**src/rtl/parking_slot_debounce.sv**
```systemverilog
// -----------------------------------------------------------------------------
// parking_slot_debounce
//
// Front end for the car-parking occupancy display. Eight raw slot sensors
// arrive asynchronously and bounce mechanically. Each bit passes through a
// two-flop synchroniser. It then passes through an independent debounce
// counter before it is accepted into the stable occupancy vector car_o.
// From car_o the block derives:
//   - a registered occupied count
//   - full/empty flags
//   - per-slot arrive/depart event pulses for the gate/logging logic
//
// Ports
//   clk           in   1        system clock, rising edge
//   rst           in   1        asynchronous, active-high reset
//   sensor_raw_i  in   N_SLOTS  raw sensors, 1 = car present, async to clk
//   car_o         out  N_SLOTS  debounced occupancy, registered
//   count_o       out  CNT_W    popcount of car_o, one cycle behind car_o
//   full_o        out  1        count_o == N_SLOTS
//   empty_o       out  1        count_o == 0
//   arrive_o      out  N_SLOTS  one-cycle pulse on accepted 0->1 per slot
//   depart_o      out  N_SLOTS  one-cycle pulse on accepted 1->0 per slot
//   changed_o     out  1        one-cycle pulse, OR of arrive_o | depart_o
// -----------------------------------------------------------------------------
module parking_slot_debounce #(
    parameter int N_SLOTS   = 8,
    parameter int CNT_W     = 4,
    parameter int DB_CYCLES = 1000000,
    parameter int DB_W      = 20
) (
    input  logic               clk,
    input  logic               rst,
    input  logic [N_SLOTS-1:0] sensor_raw_i,
    output logic [N_SLOTS-1:0] car_o,
    output logic [CNT_W-1:0]   count_o,
    output logic               full_o,
    output logic               empty_o,
    output logic [N_SLOTS-1:0] arrive_o,
    output logic [N_SLOTS-1:0] depart_o,
    output logic               changed_o
);

    // Terminal count of the qualification window: a new level must be seen
    // on DB_CYCLES consecutive evaluations before it is accepted.
    localparam logic [DB_W-1:0]  DB_LAST  = DB_W'(DB_CYCLES - 1);
    localparam logic [CNT_W-1:0] FULL_CNT = CNT_W'(N_SLOTS);

    function automatic logic [CNT_W-1:0] popcount(input logic [N_SLOTS-1:0] v);
        logic [CNT_W-1:0] c;
        c = '0;
        for (int i = 0; i < N_SLOTS; i++) begin
            c = c + CNT_W'(v[i]);
        end
        return c;
    endfunction

    logic [N_SLOTS-1:0]           s1_q;
    logic [N_SLOTS-1:0]           s2_q;
    logic [N_SLOTS-1:0][DB_W-1:0] cnt_q;
    logic [N_SLOTS-1:0][DB_W-1:0] cnt_d;
    logic [N_SLOTS-1:0]           car_q;
    logic [N_SLOTS-1:0]           car_d;
    logic [N_SLOTS-1:0]           arrive_q;
    logic [N_SLOTS-1:0]           arrive_d;
    logic [N_SLOTS-1:0]           depart_q;
    logic [N_SLOTS-1:0]           depart_d;
    logic                         changed_q;
    logic                         changed_d;
    logic [CNT_W-1:0]             count_q;
    logic [CNT_W-1:0]             count_d;
    logic                         full_q;
    logic                         full_d;
    logic                         empty_q;
    logic                         empty_d;

    // Per-slot debounce. Any cycle where the synchronised level agrees with
    // the accepted level clears the counter, so only an uninterrupted run of
    // DB_CYCLES disagreeing samples flips car.
    always_comb begin
        car_d    = car_q;
        arrive_d = '0;
        depart_d = '0;
        cnt_d    = '0;
        for (int i = 0; i < N_SLOTS; i++) begin
            if (s2_q[i] != car_q[i]) begin
                if (cnt_q[i] == DB_LAST) begin
                    car_d[i]    = s2_q[i];
                    arrive_d[i] = s2_q[i];
                    depart_d[i] = ~s2_q[i];
                end else begin
                    cnt_d[i] = cnt_q[i] + 1'b1;
                end
            end
        end
        changed_d = |(arrive_d | depart_d);
    end

    // Count is rebuilt from the registered car vector every cycle rather than
    // tracked incrementally. Simultaneous flips in mixed directions therefore
    // resolve in one update, and the count cannot drift.
    always_comb begin
        count_d = popcount(car_q);
        full_d  = (count_d == FULL_CNT);
        empty_d = (count_d == '0);
    end

    always_ff @(posedge clk or posedge rst) begin
        if (rst) begin
            s1_q      <= '0;
            s2_q      <= '0;
            cnt_q     <= '0;
            car_q     <= '0;
            arrive_q  <= '0;
            depart_q  <= '0;
            changed_q <= 1'b0;
            count_q   <= '0;
            full_q    <= 1'b0;
            empty_q   <= 1'b1;
        end else begin
            s1_q      <= sensor_raw_i;
            s2_q      <= s1_q;
            cnt_q     <= cnt_d;
            car_q     <= car_d;
            arrive_q  <= arrive_d;
            depart_q  <= depart_d;
            changed_q <= changed_d;
            count_q   <= count_d;
            full_q    <= full_d;
            empty_q   <= empty_d;
        end
    end

    assign car_o     = car_q;
    assign count_o   = count_q;
    assign full_o    = full_q;
    assign empty_o   = empty_q;
    assign arrive_o  = arrive_q;
    assign depart_o  = depart_q;
    assign changed_o = changed_q;

endmodule

```
**config.mk**
```make
export PLATFORM = sky130hd
export DESIGN_NAME = parking_slot_debounce
export DESIGN_NICKNAME = d
export VERILOG_FILES = /design/src/rtl/parking_slot_debounce.sv
export SDC_FILE = /design/constraint.sdc
export NUM_CORES = 1
export LEC_CHECK = 0
export CELL_PAD_IN_SITES_DETAIL_PLACEMENT = 1
export CELL_PAD_IN_SITES_GLOBAL_PLACEMENT = 2
export CORE_UTILIZATION = 40
export CTS_CLUSTER_SIZE = 16
export DETAILED_ROUTE_END_ITERATION = 12
export PLACE_DENSITY_LB_ADDON = 0.1
export SETUP_SLACK_MARGIN = 0.15
export SKIP_LAST_GASP = 1
export SYNTH_ARGS = -nofsm -noshare
export SYNTH_HDL_FRONTEND = slang
export SYNTH_SLANG_ARGS = --single-unit
```
**constraint.sdc**
```tcl
create_clock -name clk -period 8.8 [get_ports clk]
set_input_delay 2.64 -clock clk [delete_from_list [all_inputs] [get_ports clk]]
set_output_delay 2.64 -clock clk [all_outputs]
set_load 0.01 [all_outputs]
```
## Word level (Yosys, flattened, before mapping)

Cells that the tools add are included.

- Bits in latches: 0
- Output and inout bits: 31
- Logic and storage cells: 123
- Memory bits (read-only): 0
- Register bits after elaboration: 207
- Bits in writable memories: 0
- Memories: 0

- $lt $le $gt $ge: 0
- Multiplexer cells: 48
- Add/subtract/negate cells: 15
- Equal/unequal tests: 17
- Div/mod/pow operators: 0
- Shift operators: 0
- Reduce and logical (&&, ||, !) cells: 10
- $mul: 0
- Bitwise gates (word level): 9

Operator list:

| operator | count |
|---|---|
| two-way mux 20 bit | 16 |
| adder 20 x 1 -> 20 bit (second input constant) | 8 |
| equality test 20 bit (second input constant) | 8 |
| two-way mux 1 bit | 32 |
| adder 4 x 1 -> 4 bit | 4 |
| AND reduction 2 bit | 8 |
| != test 1 bit | 8 |
| inverter 1 bit | 8 |
| bitwise OR 8 bit | 1 |
| OR reduction 8 bit | 1 |
| adder 3 x 1 -> 4 bit | 1 |
| equality test 4 bit (second input constant) | 1 |
| logical NOT 4 bit | 1 |
| adder 2 x 1 -> 3 bit | 1 |
| adder 1 x 1 -> 2 bit | 1 |

## Longest topological paths before layout

- Depth in word-level cells: 8
- Gate-level depth with buffers: 10

## Worst setup path before layout

Ideal clock, no wire load.

- Kind: flip-flop to output port
- Start point: register empty_q, in the netlist empty_o
- End point: output port empty_o
- Path slack: 5.640 ns
- Data arrival time: 0.520 ns
- Stages on the path, launching flop included: 1
- Cells stage by stage: dfstp_2

RTL lines:

| element | line | source |
|---|---|---|
| start, declared | 73 | `logic empty_q;` |
| start signal, assigned | 129 | `empty_q <= empty_d;` |
| end, declared | 37 | `output logic empty_o,` |

No word-level cell between the ends.

## Worst setup path in the final report

- Start point: register car_q[0], in the netlist car_o[0]
- End point: output port car_o[0]

RTL lines:

| element | line | source |
|---|---|---|
| start, declared | 61 | `logic [N_SLOTS-1:0] car_q;` |
| start signal, assigned | 123 | `car_q <= car_d;` |
| end, declared | 34 | `output logic [N_SLOTS-1:0] car_o,` |

No word-level cell between the ends.

==> impl_summary.md <==
Worst setup path
The start-to-end type of the worst setup path is reg2out. The worst reg2reg path startpoint is car_o[0]. The largest fanout on the critical path is 6.

The worst setup path is launched from a flip-flop. The worst path required time is 6.16 ns. The critical path buffer and inverter count is 1. The logic depth of the worst register-to-register path is 10. The kind of cell with the highest combined delay along the critical path is buffers and inverters.

The end of the worst register-to-register path is full_o. Traced cell by cell, the critical path runs through clkdlybuf4s50_1. The kind of capture point of the worst setup path is an output pin. Data on the critical path arrives at its endpoint at 1.66 ns. Across all register-to-register paths, the minimum setup slack is 5.54 ns.

The largest single stage delay on the critical path is roughly 0.6 ns. The largest individual stage delay along the critical path comes from the cell sky130_fd_sc_hd__clkdlybuf4s50_1.

Routing
In the routed layout, each cell is associated on average with a via count of 5.145. The routed wire length per instance is 16.38 um. The number of DRC violations after detailed-routing iteration 0 is 210. The final routed DRC violation total is 0. The aggregate routed wire length is roughly 21000 um.

After detailed routing, no signal wire sits above met4. The total vias in the final route is 6657. The wire length on met2 is 10250 um. The post-route antenna net violation count is 0. The routed length on met3 is approximately 500 um.

The iteration count of the initial detailed-routing pass is 4. The wire length on met1 is 9983 um.

Place
The number of placed instances, taps included is 1250. The post-detailed-placement cell area is 10220 um^2. The global placer's final weighted congestion is 0.7901. Summed over all nets, the half-perimeter wirelength after detailed placement is 14530 um. The quantity of I/O buffers inserted on ports is 40.

STA
For the finished layout, the period the worst path requires is roughly 4.3 ns. In this run the tightest slew margin relative to its limit is 31.88%. Of the available clock period, the critical path in the final layout requires 48.84%. At the pin with the least slew margin, the transition time is 1.022 ns. The total setup violations reported at the end of the flow is 0.

Timing would allow up to 232.7 MHz. For the final routed database, the setup TNS stands at 0 ns. The final worst clock skew is 0.008489 ns. Setup repair after global routing left no endpoint under its margin.

The number of hold-slack violations in the final timing report is 0. The final count of pins violating max slew is 0.

Job
Max-cap violations in this run came to 0.

Floorplanning
The row count is 56. The y dimension of the die is 156.2 um. The core region is 23400 um^2. The die covers approximately 24000 um^2. The count of pins on the block boundary is 41.

The chip width is 156.2 um. Once the floorplan was initialized, standard cells occupied 40.64% of the core.

Power
Net switching is 21.33% of the power. The analysis attributes to net switching a power of about 0.44 mW. The share of total power in sequential cells is 46.9%.

The highest ir drop seen on vdd is 117.2 uV. The standby leakage power is 4.842 nW. The clock network burns between 50 and 60% of the power. The proportion of power drawn by combinational gates is between 2 and 3%. The internal power consumption is about 1.6 mW. Dividing total power by cell area gives a power density of 188.6 nW/um^2.

Cells and area
The core utilization of the finished layout is 47.26%. Cells with a size suffix above 1 make up 6.462% of the layout. The area growth from synthesis to layout is 16.27%. Excluding fillers, the count of instances in the completed layout stands at 1294.

The number of antenna diodes is 0. At the end of the flow, the number of nets in the layout was ~980. After routing the design area is 11060 um^2.

Logic synthesis
For this run, the register share of the synthesized area comes to 54.47%. Each instance of the synthesized netlist takes up on average 10.46 um^2. The synthesized design contains just over 200 register bits.

Synthesis instantiated 42 different standard cells from the library. The gate count of the mapped netlist is 909. The post-synthesis cell type with the largest combined area is sky130_fd_sc_hd__dfrtp_1.

Summing every instance area after synthesis gives 9512 um^2. The top cell type by area accounts for 54.20% of the synthesized area. For this run, the number of Yosys warnings is 0. After synthesis, the cell types taking the most area are sky130_fd_sc_hd__dfrtp_1 54%, sky130_fd_sc_hd__xor2_1 9.3%, sky130_fd_sc_hd__nor2_1 6.7%, sky130_fd_sc_hd__xnor2_1 4.7%, sky130_fd_sc_hd__nand3_1 3.7%.

The net count after synthesis is 934.

Clock tree
The clock tree root driver cell is sky130_fd_sc_hd__clkbuf_16. For this design, the CTS-stage hold fixing added 0 buffers. The clock tree from TritonCTS is done.

The setup fix buffers added after clock tree synthesis is 0. The clock transition at the registers of the reported paths is about 0.060 ns. Buffers inserted during clock tree synthesis total 24. In this run, post-CTS repair resized a total of 0 instances. The later pin in the worst-skew pair is clocked with a latency of between 0.5 and 0.6 ns. CTS built an H-tree with a depth of 1. CTS saw 207 sinks. In this run the deepest clock path goes through 3 buffers.

Min path
The startpoint identified for the worst hold timing path is s1_q[7]. The class of the tightest hold or removal check is reg2reg. The worst hold path was traced through 0 stages.

The endpoint with the worst hold slack is s2_q[7].

Global route
The initial antenna violation count is 0. The via count of the first global-routing pass is 7209. The maximum number of pins on one net before global-route repair is between 100 and 150. The total global-route track usage is 18.51%. Global routing finished with a remaining overflow of 0. The first global-routing pass estimated between 30000 and 40000 um of wire.

Status
The flow ran to the end, and the final reports show no timing, DRC or antenna violations.
[synth_stat cells, drive strengths merged]
cell type	n
a21oi	2
a222oi	2
and3	44
and4	19
and4b	1
buf	10
clkbuf	9
dfrtp	206
dfstp	1
fa	4
ha	11
inv	20
mux2	2
nand2	60
nand2b	1
nand3	74
nand4	44
nand4b	1
nor2	173
nor2b	4
nor3	26
nor3b	11
nor4	8
nor4b	10
nor4bb	2
o21ai	3
or2	5
or3	2
or4	2
xnor2	51
xor2	101
[worst max-delay path by stage]
| stage | slack (ns) | depth (start not counted) | endpoint | from |
|---|---|---|---|---|
| 6_report | 4.50 | 1 | car_o[0] | car_o[0] |
| 5_1_grt | 4.22 | 3 | cnt_q[126] | rst |
| 4_1_cts | 4.46 | 1 | car_o[0] | car_o[0] |
| 3_5_place_dp | 3.92 | 3 | cnt_q[128] | rst |
| 3_3_place_gp | 4.00 | 3 | cnt_q[139] | rst |
| 2_1_floorplan | 0.51 | 1 | arrive_o[0] | rst |
[sequential cells by signal, summed over array words and instances (netlist names), 4 cells and up]
register  count
cnt_q       160
arrive_o      8
car_o         8
depart_o      8
s1_q          8
s2_q          8
count_o       4
[layout make-up]
class                      count  area [um^2]
multi-input combinational    663         4149
clock inverter                10        150.1
timing repair buffer          41        407.9
sequential                   207         5181
tap                          319        399.1
clock buffer                  34        689.4
fill                        2592        12340
inverter                      20        82.58
[through the flow]
step	hold slack [ns]	power (mW)	setup WS, ns
floorplan	0.3312	1.032	0.5092
global placement	0.3334	1.051	3.996
detailed placement	0.3371	1.053	3.924
CTS	0.3522	2.122	4.464
global route	0.3535	2.161	4.221
finish	0.3503	2.085	4.502
[placed cells by master, fill, tap and decap left out, drive strengths merged]
cell type        n
a21oi            2
a222oi           2
and3            44
and4            19
and4b            1
buf              1
bufinv           4
clkbuf          34
clkdlybuf4s50   40
clkinv           6
dfrtp          206
dfstp            1
fa               4
ha              11
inv             20
mux2             2
nand2           60
nand2b           1
nand3           74
nand4           44
nand4b           1
nor2           173
nor2b            4
nor3            26
nor3b           11
nor4             8
nor4b           10
nor4bb           2
o21ai            3
or2              5
or3              2
or4              2
xnor2           51
xor2           101
[cells by family after synthesis]
group | count (synthesis) | share of synthesized area [%]
compound gates | 7 | 0.4735
simple gates | 487 | 26.62
xor+xnor | 152 | 14.00
mux | 2 | 0.2368
buf+inv | 39 | 1.907
flops | 207 | 54.47
fa+ha+maj | 15 | 2.289
[routing by layer]
| metal | track usage (%) | vias up |
|---|---|---|
| li1 | - | 3190 |
| met1 | 24.90 | 3370 |
| met2 | 31.40 | 67 |
| met3 | 2.417 | 30 |
| met4 | 4.949 | 0 |
| met5 | 0 | - |
[power groups by stage]
stage                     clock [mW]  sequential, mW  combinational (mW)
after global routing            1.12           0.980              0.0649
after CTS                       1.09           0.979              0.0578
after floorplan                    0           0.992              0.0405
final                           1.05           0.979              0.0550
after detailed placement           0           0.996              0.0576
after global placement             0           0.995              0.0553
(Power assumes the default switching activity.)
